## config.mk

```make
export PLATFORM = sky130hd
export DESIGN_NAME = fu_complete_arbiter_flat
export DESIGN_NICKNAME = d
export VERILOG_FILES = /design/src/rtl/fu_complete_arbiter_pkg.sv /design/src/rtl/fu_complete_arbiter_if.sv /design/src/rtl/fu_complete_arbiter_rr_arbiter.sv /design/src/rtl/fu_complete_arbiter.sv /design/src/flat_wrapper.sv
export SDC_FILE = /design/constraint.sdc
export NUM_CORES = 1
export LEC_CHECK = 0
export ABC_AREA = 1
export ABC_CLOCK_PERIOD_IN_PS = 3200
export BUFFER_PORTS_ARGS = -buffer_cell sky130_fd_sc_hd__buf_2
export CORE_AREA = 2 2 124 126
export CTS_CLUSTER_SIZE = 25
export DETAILED_ROUTE_END_ITERATION = 8
export DIE_AREA = 0 0 126 128
export GPL_TIMING_DRIVEN = 0
export SLEW_MARGIN = 40
export SYNTH_ARGS = -nofsm -noshare
export SYNTH_HDL_FRONTEND = slang
export SYNTH_SLANG_ARGS = --single-unit
```

## constraint.sdc

```tcl
create_clock -name clk -period 3.2 [get_ports clk]
set_input_delay 0.64 -clock clk [delete_from_list [all_inputs] [get_ports clk]]
set_output_delay 0.64 -clock clk [all_outputs]
set_load 0.01 [all_outputs]
```

## src/rtl/fu_complete_arbiter_pkg.sv

```systemverilog
// Shared completion-path types: default widths and the CDB / ROB write packets
// used by the FU output stages, this arbiter and the ROB.
package fu_complete_arbiter_pkg;

    localparam int FU_NUM_FU = 4;
    localparam int FU_ID_W   = 4;
    localparam int FU_DATA_W = 8;

    typedef struct packed {
        logic [FU_ID_W-1:0]   id;
        logic [FU_DATA_W-1:0] val;
    } cdb_pkt_t;

    typedef struct packed {
        logic [FU_ID_W-1:0]   id;
        logic [FU_DATA_W-1:0] flags;
        logic [FU_DATA_W-1:0] wbs;
        logic [FU_DATA_W-1:0] val;
    } rob_pkt_t;

endpackage

```

## src/rtl/fu_complete_arbiter_if.sv

```systemverilog
// FU completion bundle: per-FU CDB/ROB requests and payloads in, one-hot grants
// and registered CDB broadcast / ROB write out.
interface fu_complete_arbiter_if
    import fu_complete_arbiter_pkg::*;
#(
    parameter int NUM_FU = FU_NUM_FU,
    parameter int ID_W   = FU_ID_W,
    parameter int DATA_W = FU_DATA_W
);
    // Handshake: an FU holds req and payload stable until it sees its grant high
    // at a rising edge; grant high in cycle t consumes the payload at the end of
    // cycle t, and the FU may drop req or present new data in cycle t+1.
    logic                             flush;
    logic [NUM_FU-1:0]                fu_cdb_req;
    logic [NUM_FU-1:0][ID_W-1:0]      fu_cdb_id;
    logic [NUM_FU-1:0][DATA_W-1:0]    fu_cdb_val;
    logic [NUM_FU-1:0]                fu_cdb_grant;
    logic [NUM_FU-1:0]                fu_rob_req;
    logic [NUM_FU-1:0][ID_W-1:0]      fu_rob_id;
    logic [NUM_FU-1:0][DATA_W-1:0]    fu_rob_flags;
    logic [NUM_FU-1:0][DATA_W-1:0]    fu_rob_wbs;
    logic [NUM_FU-1:0][DATA_W-1:0]    fu_rob_val;
    logic [NUM_FU-1:0]                fu_rob_grant;
    logic                             rob_ready;
    logic                             cdb_valid;
    logic [ID_W-1:0]                  cdb_id;
    logic [DATA_W-1:0]                cdb_val;
    logic                             rob_wr_valid;
    logic [ID_W-1:0]                  rob_wr_id;
    logic [DATA_W-1:0]                rob_wr_flags;
    logic [DATA_W-1:0]                rob_wr_wbs;
    logic [DATA_W-1:0]                rob_wr_val;

    modport master (
        output flush, fu_cdb_req, fu_cdb_id, fu_cdb_val,
        output fu_rob_req, fu_rob_id, fu_rob_flags, fu_rob_wbs, fu_rob_val, rob_ready,
        input  fu_cdb_grant, fu_rob_grant,
        input  cdb_valid, cdb_id, cdb_val,
        input  rob_wr_valid, rob_wr_id, rob_wr_flags, rob_wr_wbs, rob_wr_val
    );

    modport slave (
        input  flush, fu_cdb_req, fu_cdb_id, fu_cdb_val,
        input  fu_rob_req, fu_rob_id, fu_rob_flags, fu_rob_wbs, fu_rob_val, rob_ready,
        output fu_cdb_grant, fu_rob_grant,
        output cdb_valid, cdb_id, cdb_val,
        output rob_wr_valid, rob_wr_id, rob_wr_flags, rob_wr_wbs, rob_wr_val
    );

endinterface

```

## src/rtl/fu_complete_arbiter_rr_arbiter.sv

```systemverilog
// Round-robin arbiter: one-hot grant to the first requester at or after the
// pointer (wrapping), pointer moves past the winner on each grant.
module rr_arbiter #(
    parameter int N = 4
) (
    input  logic         clk,
    input  logic         rst,
    input  logic [N-1:0] req,
    input  logic         enable,
    output logic [N-1:0] grant
);
    localparam int PW = (N > 1) ? $clog2(N) : 1;

    logic [PW-1:0] ptr_q;
    logic [PW-1:0] ptr_d;
    logic [PW-1:0] idx;
    logic          found;

    always_comb begin
        grant = '0;
        ptr_d = ptr_q;
        idx   = '0;
        found = 1'b0;
        if (enable) begin
            for (int k = 0; k < N; k++) begin
                idx = PW'((int'(ptr_q) + k) % N);
                if (!found && req[idx]) begin
                    found      = 1'b1;
                    grant[idx] = 1'b1;
                    ptr_d      = (idx == PW'(N - 1)) ? '0 : idx + 1'b1;
                end
            end
        end
    end

    always_ff @(posedge clk or negedge rst) begin
        if (!rst) begin
            ptr_q <= '0;
        end else begin
            ptr_q <= ptr_d;
        end
    end

endmodule

```

## src/rtl/fu_complete_arbiter.sv

```systemverilog
// FU completion arbiter: independent round-robin grants onto the CDB and the ROB
// writeback port, with the winning payloads registered one cycle later.
module fu_complete_arbiter
    import fu_complete_arbiter_pkg::*;
#(
    parameter int NUM_FU = FU_NUM_FU,
    parameter int ID_W   = FU_ID_W,
    parameter int DATA_W = FU_DATA_W
) (
    input  logic                  clk,
    input  logic                  rst,
    fu_complete_arbiter_if.slave  bus
);
    typedef struct packed {
        logic [ID_W-1:0]   id;
        logic [DATA_W-1:0] val;
    } cdb_word_t;

    typedef struct packed {
        logic [ID_W-1:0]   id;
        logic [DATA_W-1:0] flags;
        logic [DATA_W-1:0] wbs;
        logic [DATA_W-1:0] val;
    } rob_word_t;

    logic              cdb_en;
    logic              rob_en;
    logic [NUM_FU-1:0] cdb_grant;
    logic [NUM_FU-1:0] rob_grant;
    logic              cdb_valid_q, cdb_valid_d;
    logic              rob_valid_q, rob_valid_d;
    cdb_word_t         cdb_pkt_q, cdb_pkt_d;
    rob_word_t         rob_pkt_q, rob_pkt_d;

    // Gating by rst keeps grants low while reset is held, not just after an edge.
    assign cdb_en = rst & ~bus.flush;
    assign rob_en = rst & ~bus.flush & bus.rob_ready;

    rr_arbiter #(.N(NUM_FU)) u_cdb_arb (
        .clk    (clk),
        .rst    (rst),
        .req    (bus.fu_cdb_req),
        .enable (cdb_en),
        .grant  (cdb_grant)
    );

    rr_arbiter #(.N(NUM_FU)) u_rob_arb (
        .clk    (clk),
        .rst    (rst),
        .req    (bus.fu_rob_req),
        .enable (rob_en),
        .grant  (rob_grant)
    );

    // Payloads hold when nothing is granted; only the valid bits drop.
    always_comb begin
        cdb_valid_d = 1'b0;
        cdb_pkt_d   = cdb_pkt_q;
        rob_valid_d = 1'b0;
        rob_pkt_d   = rob_pkt_q;
        for (int i = 0; i < NUM_FU; i++) begin
            if (cdb_grant[i]) begin
                cdb_valid_d   = 1'b1;
                cdb_pkt_d.id  = bus.fu_cdb_id[i];
                cdb_pkt_d.val = bus.fu_cdb_val[i];
            end
            if (rob_grant[i]) begin
                rob_valid_d     = 1'b1;
                rob_pkt_d.id    = bus.fu_rob_id[i];
                rob_pkt_d.flags = bus.fu_rob_flags[i];
                rob_pkt_d.wbs   = bus.fu_rob_wbs[i];
                rob_pkt_d.val   = bus.fu_rob_val[i];
            end
        end
    end

    always_ff @(posedge clk or negedge rst) begin
        if (!rst) begin
            cdb_valid_q <= 1'b0;
            cdb_pkt_q   <= '0;
            rob_valid_q <= 1'b0;
            rob_pkt_q   <= '0;
        end else begin
            cdb_valid_q <= cdb_valid_d;
            cdb_pkt_q   <= cdb_pkt_d;
            rob_valid_q <= rob_valid_d;
            rob_pkt_q   <= rob_pkt_d;
        end
    end

    assign bus.fu_cdb_grant = cdb_grant;
    assign bus.fu_rob_grant = rob_grant;
    assign bus.cdb_valid    = cdb_valid_q;
    assign bus.cdb_id       = cdb_pkt_q.id;
    assign bus.cdb_val      = cdb_pkt_q.val;
    assign bus.rob_wr_valid = rob_valid_q;
    assign bus.rob_wr_id    = rob_pkt_q.id;
    assign bus.rob_wr_flags = rob_pkt_q.flags;
    assign bus.rob_wr_wbs   = rob_pkt_q.wbs;
    assign bus.rob_wr_val   = rob_pkt_q.val;

endmodule

```

## src/flat_wrapper.sv

```systemverilog
// flat-port wrapper written by rule: the top's interface ports become plain ports
module fu_complete_arbiter_flat import fu_complete_arbiter_pkg::*;
#(
    parameter int NUM_FU = FU_NUM_FU,
    parameter int ID_W   = FU_ID_W,
    parameter int DATA_W = FU_DATA_W
)
  (clk, rst, bus_flush, bus_fu_cdb_req, bus_fu_cdb_id, bus_fu_cdb_val, bus_fu_rob_req, bus_fu_rob_id, bus_fu_rob_flags, bus_fu_rob_wbs, bus_fu_rob_val, bus_rob_ready, bus_fu_cdb_grant, bus_fu_rob_grant, bus_cdb_valid, bus_cdb_id, bus_cdb_val, bus_rob_wr_valid, bus_rob_wr_id, bus_rob_wr_flags, bus_rob_wr_wbs, bus_rob_wr_val);
  fu_complete_arbiter_if #(.NUM_FU(NUM_FU), .ID_W(ID_W), .DATA_W(DATA_W)) bus_i ();
  input  logic clk;
  input  logic rst;
  input wire logic [$bits(bus_i.flush)-1:0] bus_flush;
  input wire logic [$bits(bus_i.fu_cdb_req)-1:0] bus_fu_cdb_req;
  input wire logic [$bits(bus_i.fu_cdb_id)-1:0] bus_fu_cdb_id;
  input wire logic [$bits(bus_i.fu_cdb_val)-1:0] bus_fu_cdb_val;
  input wire logic [$bits(bus_i.fu_rob_req)-1:0] bus_fu_rob_req;
  input wire logic [$bits(bus_i.fu_rob_id)-1:0] bus_fu_rob_id;
  input wire logic [$bits(bus_i.fu_rob_flags)-1:0] bus_fu_rob_flags;
  input wire logic [$bits(bus_i.fu_rob_wbs)-1:0] bus_fu_rob_wbs;
  input wire logic [$bits(bus_i.fu_rob_val)-1:0] bus_fu_rob_val;
  input wire logic [$bits(bus_i.rob_ready)-1:0] bus_rob_ready;
  output wire logic [$bits(bus_i.fu_cdb_grant)-1:0] bus_fu_cdb_grant;
  output wire logic [$bits(bus_i.fu_rob_grant)-1:0] bus_fu_rob_grant;
  output wire logic [$bits(bus_i.cdb_valid)-1:0] bus_cdb_valid;
  output wire logic [$bits(bus_i.cdb_id)-1:0] bus_cdb_id;
  output wire logic [$bits(bus_i.cdb_val)-1:0] bus_cdb_val;
  output wire logic [$bits(bus_i.rob_wr_valid)-1:0] bus_rob_wr_valid;
  output wire logic [$bits(bus_i.rob_wr_id)-1:0] bus_rob_wr_id;
  output wire logic [$bits(bus_i.rob_wr_flags)-1:0] bus_rob_wr_flags;
  output wire logic [$bits(bus_i.rob_wr_wbs)-1:0] bus_rob_wr_wbs;
  output wire logic [$bits(bus_i.rob_wr_val)-1:0] bus_rob_wr_val;
  assign bus_i.flush = bus_flush;
  assign bus_i.fu_cdb_req = bus_fu_cdb_req;
  assign bus_i.fu_cdb_id = bus_fu_cdb_id;
  assign bus_i.fu_cdb_val = bus_fu_cdb_val;
  assign bus_i.fu_rob_req = bus_fu_rob_req;
  assign bus_i.fu_rob_id = bus_fu_rob_id;
  assign bus_i.fu_rob_flags = bus_fu_rob_flags;
  assign bus_i.fu_rob_wbs = bus_fu_rob_wbs;
  assign bus_i.fu_rob_val = bus_fu_rob_val;
  assign bus_i.rob_ready = bus_rob_ready;
  assign bus_fu_cdb_grant = bus_i.fu_cdb_grant;
  assign bus_fu_rob_grant = bus_i.fu_rob_grant;
  assign bus_cdb_valid = bus_i.cdb_valid;
  assign bus_cdb_id = bus_i.cdb_id;
  assign bus_cdb_val = bus_i.cdb_val;
  assign bus_rob_wr_valid = bus_i.rob_wr_valid;
  assign bus_rob_wr_id = bus_i.rob_wr_id;
  assign bus_rob_wr_flags = bus_i.rob_wr_flags;
  assign bus_rob_wr_wbs = bus_i.rob_wr_wbs;
  assign bus_rob_wr_val = bus_i.rob_wr_val;
  fu_complete_arbiter #(.NUM_FU(NUM_FU), .ID_W(ID_W), .DATA_W(DATA_W)) u_core (.clk(clk), .rst(rst), .bus(bus_i));
endmodule
```

==> impl_metrics.yaml, run 1 <==
drt:
  first_iter_violations: 257
  drt-pass1-iter-count: 5
  via_count: 5295
  drt-wirelength-per-cell_um: 12.53
  drc: 0
  wirelength_um: 14760
  via_per_inst: 4.495
  ant_nets: 0
worst_setup_path:
  critPathMaxStageDelay_ns: 0.43
  r2r_start: "u_core.u_rob_arb.ptr_q[0]"
  cpMostUsedCell: "nand2_2"
  crit_path_start_kind: "flip-flop"
  worstPathCellList: "inv_4, ha_1, inv_2, nand3_1, nand2_2, nand2_4, nor2_4, nand2_2, clkinv_2, nand2_1, nand2_2, nand2_2, buf_2, inv_1, buf_2"
  critical_path_buf_inv_count: 6
  cp_slowest_cell: "dfrtp_2"
  worst_ep_arrival_time_ns: 2.36
  criticalPathCategory: "reg2out"
  path_max_fanout: 10
  required_ns: 2.56
  crit_start: "u_core.u_cdb_arb.ptr_q[0]"
  worstSetupEndpointType: "output pin"
  crit_family: "simple AND/OR/NAND/NOR gates"
synthesis:
  synth_top_family_by_area: "simple AND/OR/NAND/NOR gates"
  yosys-top-cells-area: "nand2_1 (29%), dfrtp_1 (26%), nor2_1 (10%), nand3_1 (8.3%), inv_1 (4.7%)"
  yosysMostFrequentCell: "nand2_1"
  yosys.area_share.adder_pct: 3.998
  seq_area_frac_synth_pct: 26.27
  synth_edf_count: 0
  async_reset_ff_share_pct: 100.0
  syn_avg_cell_area_um2: 5.781
  yosysTopAreaCell: "nand2_1"
  ys_seq_elements: 46
  synth_common_cells: "nand2_1 (334), nor2_1 (120), nand3_1 (73)"
  muxShareOfSynthArea_pct: 0
  synthSimpleGateAreaFrac_pct: 55.94
  yosys.cell_types.count: 27
  yosys_warnings: 0
  postSynthNetCount: 944
  syn_area_um2: 4382
  synth_compound_area_share_pct: 3.084
  synth_top_area_share_pct: 28.61
  syn_inst: 758
  synth_ff_type: "dfrtp_1"
  synth-xor-area-share_pct: 0.3998
pwr:
  p_sw_uw: 2419
  ir_worst_vdd_uv: 362.1
  switching_share_pct: 50.58
  p_leak_uw: 0.003494
  sequentialPowerShare_pct: 21.5
  p_clk_share_pct: 10.4
  internal_power_uw: 2364
  combPwrFrac_pct: 68.0
  cellPowerDensity_nw_per_um2: 807.1
floorplan:
  die_w_um: 126
  row_count: 45
  ios: 222
  die_y_um: 128
  coreArea_um2: 14860
  design.die.area_um2: 16130
  start_util_pct: 29.48
cts:
  htree_levels: 2
  clk_latency_ns: 0.29
  cts_buffers: 5
  cts.sinks: 46
  cts_tree: "yes"
  clk_pin_slew_ns: 0.06
  cts-root-buf: "clkbuf_16"
  cts_buffer_depth: 2
timing:
  fmax_ghz: 0.3335
  worst_pin_slew_ns: 0.5739
  fin_skew_ns: 0.003144
  hold_violations: 0
  relSlewSlack_pct: 61.74
  maxSlewViolCount: 0
  holdWs_ns: 0.2814
  setup_violations: 0
  finalCritPeriodShare_pct: 93.71
  grt_setup_unrepaired: "no"
  min_period_ns: 2.999
place:
  dp_cells: 1167
  gp_congestion: 0.9012
  hpwlAfterDp_um: 11770
  port_buffers: 221
global_route:
  use_met3_pct: 2.462
  track_usage_pct: 17.87
  grt_pass1_vias: 4796
  globalRouteOverflowTotal: 0
  met1_usage_pct: 24.00
  grt_max_degree: 48
  antenna_found_initial: 2
  top_usage_layer: "met2"
  grt_pass1_wl_um: 23580
  grt_use_met2_pct: 30.20
worst_hold_path:
  hp-class: "in2async"
cells_and_area:
  final_util_pct: 39.87
  final_cell_count_no_fill: 1178
  fin_nets: 1174
  nFillCells: 1687
  syn_to_final_growth_pct: 35.27
  drive_gt1_share_pct: 31.48
job:
  cap_viol_max_count: 0
run_status:
  status: "finished, final reports clean"
## cell type report
class	instances	area (um2)	area share [%]
Clock buffer	5	125.1	2.111
Antenna cell	2	5.005	0.08444
Clock inverter	2	10.01	0.1689
Timing Repair Buffer	225	1142	19.27
Tap cell	188	235.2	3.969
Buffer	33	211.5	3.568
Inverter	61	242.7	4.095
Multi-Input combinational cell	616	2799	47.22
Sequential cell	46	1156	19.51
## state kept, by name, indices dropped and copies added (netlist names)
register	count
u_core.u_cdb_arb.ptr_q	2
u_core.bus.cdb_valid	1
u_core.bus.rob_wr_id	4
u_core.bus.cdb_id	4
u_core.bus.rob_wr_flags	8
u_core.bus.cdb_val	8
u_core.bus.rob_wr_val	8
u_core.bus.rob_wr_valid	1
u_core.u_rob_arb.ptr_q	2
u_core.bus.rob_wr_wbs	8
## kinds of logic (layout without fill, tap and decap cells)
group | count (synthesis) | after routing
XOR/XNOR | 2 | 2
AND/OR/NAND/NOR | 575 | 575
adder cells (fa/ha/maj) | 14 | 14
buffers and inverters | 96 | 326
other | 0 | 2
flip-flops | 46 | 46
AO/OA/AOI/OAI | 25 | 25
## what timing repair did
item,in CTS,in global routing
setup buffers,3,1
setup endpoints to repair,6,25
gates resized for setup,10,8
hold buffers,0,0
## power by group through the flow
stage	Sequential [uW]	Combinational (uW)	Clock, uW
floorplan	1170	2100	0
global placement	1050	3120	0
detailed placement	1060	3150	0
CTS	1040	3230	528
global route	1070	3720	547
finish	1030	3250	499
## metrics by stage
| stage | power, uW | cell area, um2 | setup slack, ns | setup TNS, ns |
|---|---|---|---|---|
| 2_1_floorplan | 3270 | 4382 | 0.5529 | 0 |
| 3_3_place_gp | 4177 | 5723 | -0.4887 | -10.18 |
| 3_5_place_dp | 4213 | 5725 | -0.09675 | -0.8502 |
| 4_1_cts | 4791 | 5898 | 0.009294 | 0 |
| 5_1_grt | 5334 | 5927 | 0.009366 | 0 |
| 6_report | 4784 | 5927 | 0.2014 | 0 |
## final timing paths
check | endpoint | cells past startpoint | slack [ns]
worst min-delay path | u_core.bus.rob_wr_valid | 1 | 0.28
worst max-delay path | bus_fu_cdb_grant[1] | 15 | 0.20
min in group clk | u_core.bus.cdb_val[5] | 2 | 0.48
worst min register to register | u_core.bus.cdb_val[5] | 2 | 0.48
worst max register to register | u_core.bus.rob_wr_val[6] | 17 | 0.57
max in group asynchronous | u_core.u_cdb_arb.ptr_q[1] | 1 | 2.56
## metal layers
metal	wire length [um]	part of all wire [%]
met5	0	0
met4	214	1.4
met3	822	5.6
met2	7040	48
met1	6682	45
## worst reg2reg max path, stage by stage, from the launching register on
cell	delay, ns
dfrtp_2	0.44
buf_4	0.16
buf_4	0.17
nand2_1	0.08
nand3_2	0.09
nand2_4	0.13
nand3_2	0.16
nor2_2	0.16
nor2_2	0.05
nand2_2	0.10
nand2_1	0.15
inv_2	0.21
buf_4	0.24
buf_6	0.16
nand2_1	0.07
nand2_1	0.06
nor2_1	0.04
nor2_1	0.09
## cells in the final DEF (no fill, tap or decap)
cell type | Yosys | routed
inv_1 | 55 | 51
nor3_2 | 1 | 1
a21oi_1 | 4 | 4
nor2_2 | 9 | 8
nand4_1 | 1 | 1
diode_2 | 0 | 2
inv_2 | 5 | 5
nand3_1 | 73 | 73
dfrtp_1 | 46 | 42
dfrtp_2 | 0 | 4
a211o_1 | 1 | 1
clkinv_2 | 1 | 3
xor2_1 | 2 | 2
nand2_2 | 11 | 12
clkbuf_1 | 6 | 6
ha_1 | 14 | 13
o21ai_1 | 1 | 1
o31ai_1 | 1 | 1
nand3b_1 | 12 | 12
nand2_4 | 5 | 5
buf_2 | 12 | 230
buf_4 | 14 | 18
clkbuf_16 | 0 | 5
ha_4 | 0 | 1
buf_6 | 3 | 4
inv_4 | 0 | 3
nor2_4 | 3 | 4
nor2_1 | 120 | 120
o21ai_0 | 17 | 17
clkinv_4 | 0 | 1
nand2_1 | 334 | 333
o21ai_2 | 1 | 1
nand3_2 | 6 | 6
Power figures use the tool's default switching activity.
==> run 2, diff against run 1 <==
- ABC_CLOCK_PERIOD_IN_PS: 3200 -> not set
- RECOVER_POWER: not set -> 100
- clock period: 3.2 -> 2.94 ns (I/O delays scaled with it)
==> run 2 against run 1 <==
  * Die area did not move
  * Cell area fell by 0.13%
  * Global-route usage barely moved
  * Total power rose by 9.1%
  * Hold slack got worse by 0.054 ns
  * Register-to-register slack got worse by 0.11 ns
  * Wire length rose by 0.54%
  * Flip-flop and latch count did not move
  * Non-clock buffer count fell by 3
  * Combinational power rose by 9.2%
  * Largest cell class unchanged
  * Highest routed layer unchanged
==> impl_metrics.yaml, run 2 (same netlist as run 1, synthesis figures left out) <==
run_status:
  status: "finished, final reports clean"
floorplan:
  ios: 222
  start_util_pct: 29.48
  die_w_um: 126
  design.die.area_um2: 16130
  coreArea_um2: 14860
  die_y_um: 128
  row_count: 45
cts:
  cts_buffers: 5
  cts-root-buf: "clkbuf_16"
  cts.sinks: 46
  clk_pin_slew_ns: 0.06
  htree_levels: 2
  cts_buffer_depth: 2
  cts_tree: "yes"
  clk_latency_ns: 0.29
cells_and_area:
  layout_commonest_cell: "nand2_1"
  final_cell_count_no_fill: 1175
  fin_nets: 1171
  final_util_pct: 39.82
  nFillCells: 1705
  syn_to_final_growth_pct: 35.09
  drive_gt1_share_pct: 27.41
  layout_common_cells: "nand2_1 (331), buf_2 (185), nor2_1 (120), nand3_1 (73), inv_1 (51)"
pwr:
  sequentialPowerShare_pct: 21.6
  p_clk_share_pct: 10.4
  ir_worst_vdd_uv: 394.2
  p_leak_uw: 0.003386
  switching_share_pct: 51.48
  p_sw_uw: 2687
  internal_power_uw: 2533
  power.total_uw: 5220
  cellPowerDensity_nw_per_um2: 881.8
  combPwrFrac_pct: 68.0
worst_setup_path:
  worstSetupEndpointType: "output pin"
  criticalPathCategory: "reg2out"
  required_ns: 2.35
  worst_ep_arrival_time_ns: 2.23
  path_max_fanout: 19
  crit_path_start_kind: "flip-flop"
drt:
  drt-wirelength-per-cell_um: 12.63
  drc: 0
  drt-pass1-iter-count: 5
  wirelength_um: 14840
  first_iter_violations: 261
  ant_nets: 0
  via_count: 5257
  via_per_inst: 4.474
timing:
  hold_violations: 0
  fmax_ghz: 0.3554
  fin_skew_ns: 0.003296
  relSlewSlack_pct: 68.96
  worst_pin_slew_ns: 0.4655
  fin_tns_setup_ns: 0
  maxSlewViolCount: 0
  finalCritPeriodShare_pct: 95.70
  grt_setup_unrepaired: "yes"
  min_period_ns: 2.813
  worst_slack_ns: 0.1265
  setup_violations: 0
place:
  port_buffers: 221
  dp_cells: 1167
  place_ws_ns: -0.3047
  hpwlAfterDp_um: 11770
  gp_congestion: 0.9012
global_route:
  track_usage_pct: 17.91
  globalRouteOverflowTotal: 0
  antenna_found_initial: 2
  grt_pass1_wl_um: 23610
  grt_max_degree: 48
  grt_pass1_vias: 4804
job:
  cap_viol_max_count: 0
worst_hold_path:
  hp-class: "in2async"
[run 2: critical path, cell delays in order, from the launching register on]
cell and delay (ns):
dfrtp_2 0.44, inv_4 0.13, ha_4 0.23, inv_2 0.08, nand3_1 0.10, nand2_2 0.10
nand2_2 0.10, nor2_4 0.12, nand3_1 0.07, nand2_1 0.13, nand2_2 0.10, buf_12 0.17
inv_1 0.05, buf_2 0.12
[run 2: what timing repair did]
action                                  4_1_cts  5_1_grt
hold buffers                                  0        0
gates resized for setup                      20       12
pin swaps                                     1        2
buffers inserted                              4        0
endpoints found under the setup margin       10       25
[run 2: through the flow]
step	instance area, um2	hold slack (ns)
6_report	5919	0.2276
5_1_grt	5919	0.2626
4_1_cts	5926	0.2467
3_5_place_dp	5725	0.4599
3_3_place_gp	5723	0.4599
2_1_floorplan	4382	0.2924
[run 2: metal layers]
layer / track usage, % / up-vias / wire length [um]
li1: - / 2780 / -
met5: 0 / - / 0
met1: 23.89 / 2311 / 6742
met4: 4.913 / 0 / 242
met2: 30.46 / 149 / 7036
met3: 2.462 / 17 / 819
[run 2: path summary, 6_finish.rpt]
| kind | from | endpoint | slack [ns] | depth (start not counted) |
|---|---|---|---|---|
| worst max-delay path | u_core.u_rob_arb.ptr_q[0] | bus_fu_rob_grant[1] | 0.13 | 13 |
| worst min-delay path | rst | u_core.bus.rob_wr_valid | 0.23 | 1 |
| worst max register to register | u_core.u_rob_arb.ptr_q[0] | u_core.bus.rob_wr_val[6] | 0.46 | 17 |
| worst min register to register | u_core.bus.cdb_val[0] | u_core.bus.cdb_val[0] | 0.48 | 2 |
| max in group asynchronous | rst | u_core.u_cdb_arb.ptr_q[0] | 2.35 | 1 |
| min in group clk | u_core.bus.cdb_val[0] | u_core.bus.cdb_val[0] | 0.48 | 2 |
[run 2: power groups by stage]
stage	clock network, uW	registers [uW]	logic, uW
final	544	1130	3550
after global routing	596	1170	4050
after CTS	575	1120	3590
after detailed placement	0	1150	3430
after global placement	0	1150	3400
after floorplan	0	1270	2280
[run 2: layout make-up]
| cell class | count | area (um2) | area share, % |
|---|---|---|---|
| tap | 188 | 235.2 | 3.974 |
| inverter | 61 | 245.2 | 4.143 |
| clock buffer | 5 | 125.1 | 2.114 |
| timing repair buffer | 225 | 1090 | 18.41 |
| sequential | 46 | 1156 | 19.53 |
| clock inverter | 2 | 10.01 | 0.1691 |
| buffer | 30 | 210.2 | 3.551 |
| antenna | 2 | 5.005 | 0.08455 |
| multi-input combinational | 616 | 2843 | 48.02 |
==> run 3, diff against run 2 <==
- ABC_AREA: 1 -> not set
- CORE_AREA: 2 2 124 126 -> 3 3 116 118
- DIE_AREA: 0 0 126 128 -> 0 0 119 121
==> run 3 against run 2 <==
  * The run now ends with negative setup slack left
  * Wire length increased by 2.3%
  * Critical path type unchanged
  * Setup slack worse by 0.64 ns
  * Sequential power about the same
  * Clock skew increased by 0.0043 ns
  * Non-clock buffer count rose by 49
  * Global-route usage grew 2.6 points
  * Highest routed layer unchanged
  * Largest cell class unchanged
==> impl_metrics.yaml, run 3 <==
place:
  place_ws_ns: -0.6803
  gp_congestion: 0.8531
  dpl_cell_area_um2: 5243
  hpwlAfterDp_um: 10510
  port_buffers: 219
pwr:
  p_clk_share_pct: 11.6
  switching_share_pct: 40.91
  p_leak_uw: 0.002759
  combPwrFrac_pct: 68.3
  p_sw_uw: 2362
  ir_worst_vdd_uv: 323.3
  cellPowerDensity_nw_per_um2: 923.5
  internal_power_uw: 3412
  sequentialPowerShare_pct: 20.1
cells_and_area:
  diodes: 0
  layout_commonest_cell: "buf_2"
  final_util_pct: 49.75
  drive_gt1_share_pct: 57.21
  syn_to_final_growth_pct: 67.63
  fin_nets: 837
  layout_common_cells: "buf_2 (176), clkbuf_1 (48), buf_4 (43), dfrtp_1 (43), a22o_1 (29)"
  final_area_um2: 6252
worst_setup_path:
  r2r_start: "u_core.u_rob_arb.ptr_q[0]"
  rrSetupSlack_ns: -0.32
  regToRegEndpoint: "u_core.bus.rob_wr_flags[4]"
  worstSetupEndpointType: "output pin"
  required_ns: 2.35
  criticalPathCategory: "reg2out"
  worst_ep_arrival_time_ns: 2.86
  worstRegToRegCells: 11
  crit_path_start_kind: "flip-flop"
  path_max_fanout: 5
cts:
  cts-root-buf: "clkbuf_16"
  cts_buffers: 5
  cts_buffer_depth: 2
  cts_tree: "yes"
  clk_latency_ns: 0.30
  clk_pin_slew_ns: 0.07
  cts.sinks: 46
  hold_buffers: 0
  htree_levels: 2
timing:
  fmax_ghz: 0.2896
  finalCritPeriodShare_pct: 117.4
  setup_violations: 50
  hold_violations: 0
  maxSlewViolCount: 0
  fin_skew_ns: 0.007554
  fin_tns_setup_ns: -13.22
  worst_pin_slew_ns: 0.4774
  grt_setup_unrepaired: "yes"
  relSlewSlack_pct: 68.17
  worst_slack_ns: -0.5125
  min_period_ns: 3.453
synthesis:
  ys_seq_elements: 46
  yosys.cell_types.count: 54
  yosys-top-cells-area: "dfrtp_1 (31%), o221a_2 (8.5%), a22o_1 (7.0%), o22a_1 (6.6%), ha_1 (4.7%)"
  synth_common_cells: "dfrtp_1 (46), a22o_1 (30), o221a_2 (28), o22a_1 (28), nor2_1 (22)"
  synth_top_area_share_pct: 30.86
  postSynthNetCount: 562
  yosysTopAreaCell: "dfrtp_1"
  syn_area_um2: 3730
  yosysMostFrequentCell: "dfrtp_1"
  syn_avg_cell_area_um2: 9.920
  synth_ff_type: "dfrtp_1"
  synth_edf_count: 0
  seq_area_frac_synth_pct: 30.86
  async_reset_ff_share_pct: 100.0
  yosys_warnings: 0
  syn_inst: 376
global_route:
  grt_max_degree: 49
  antenna_found_initial: 0
  track_usage_pct: 20.49
  grt_pass1_wl_um: 23730
  globalRouteOverflowTotal: 0
  grt_pass1_vias: 4589
drt:
  first_iter_violations: 208
  ant_nets: 0
  drc: 0
  wirelength_um: 15180
  via_per_inst: 5.391
  drt-pass1-iter-count: 4
  drt-wirelength-per-cell_um: 18.42
  via_count: 4442
floorplan:
  start_util_pct: 29.68
  die_w_um: 119
  coreArea_um2: 12570
  ios: 222
  row_count: 41
  die_y_um: 121
  design.die.area_um2: 14400
run_status:
  violations: "negative setup slack"
  status: "finished, violations left"
worst_hold_path:
  hp-class: "in2async"
job:
  cap_viol_max_count: 0
## run 3: worst max-delay path by stage
stage / slack, ns / depth (start not counted) / start / to
final: -0.51 / 10 / u_core.u_cdb_arb.ptr_q[1] / bus_fu_cdb_grant[3]
after CTS: -0.54 / 10 / u_core.u_cdb_arb.ptr_q[1] / bus_fu_cdb_grant[3]
after floorplan: -0.27 / 14 / u_core.u_rob_arb.ptr_q[0] / u_core.bus.rob_wr_flags[0]
after detailed placement: -0.68 / 11 / u_core.u_cdb_arb.ptr_q[0] / bus_fu_cdb_grant[0]
after global routing: -0.59 / 11 / u_core.u_cdb_arb.ptr_q[1] / bus_fu_cdb_grant[2]
after global placement: -0.97 / 10 / rst / u_core.bus.rob_wr_wbs[0]
## run 3: stage by stage
step / total power [uW] / hold slack [ns] / instances
6_report: 5774 / 0.2244 / 824
5_1_grt: 6179 / 0.2603 / 824
4_1_cts: 5671 / 0.2428 / 819
3_5_place_dp: 4204 / 0.4848 / 767
3_3_place_gp: 4138 / 0.4792 / 767
2_1_floorplan: 3270 / 0.2924 / 376
## run 3: layer usage
metal  up-vias  part of all wire [%]  global-route usage (%)
li1       2069                     -                       -
met1      2154                    40                   24.55
met2       195                    52                   36.81
met3        24                   6.5                   4.056
met4         0                   2.2                   6.517
met5         -                     0                       0
## run 3: worst max-delay path, stage by stage (launching register included)
cell and delay (ns):
dfrtp_1 0.37, clkbuf_8 0.15, clkinvlp_4 0.11, ha_4 0.31
mux4_2 0.57, buf_6 0.16, buf_6 0.10, a22o_1 0.21
o311a_4 0.33, clkbuf_16 0.15, buf_6 0.11
## run 3: logic make-up after synthesis
family	after synthesis	synth area share, %
AO/OA/AOI/OAI	185	42.54
adder cells (fa/ha/maj)	14	4.696
multiplexers	9	4.428
flip-flops	46	30.86
buffers and inverters	48	6.810
AND/OR/NAND/NOR	74	10.67
## run 3: power by group through the flow
stage	combinational (uW)	sequential, uW	clock (uW)
2_1_floorplan	1970	1300	0
3_3_place_gp	2970	1170	0
3_5_place_dp	3020	1180	0
4_1_cts	3820	1150	695
5_1_grt	4260	1200	715
6_report	3950	1160	668
## run 3: cell type report
class | instances | area [um2]
Buffer | 33 | 355.3
Timing Repair Buffer | 271 | 1577
Fill cell | 1181 | 6316
Inverter | 12 | 66.31
Multi-Input combinational cell | 282 | 2718
Clock inverter | 2 | 37.54
Sequential cell | 46 | 1155
Tap cell | 172 | 215.2
Clock buffer | 6 | 128.9
## run 3: what timing repair did
action / 4_1_cts / 5_1_grt
gates resized for setup: 76 / 30
pin swaps: 28 / 32
endpoints found under the setup margin: 50 / 50
gates cloned: 5 / 0
setup buffers: 40 / 8
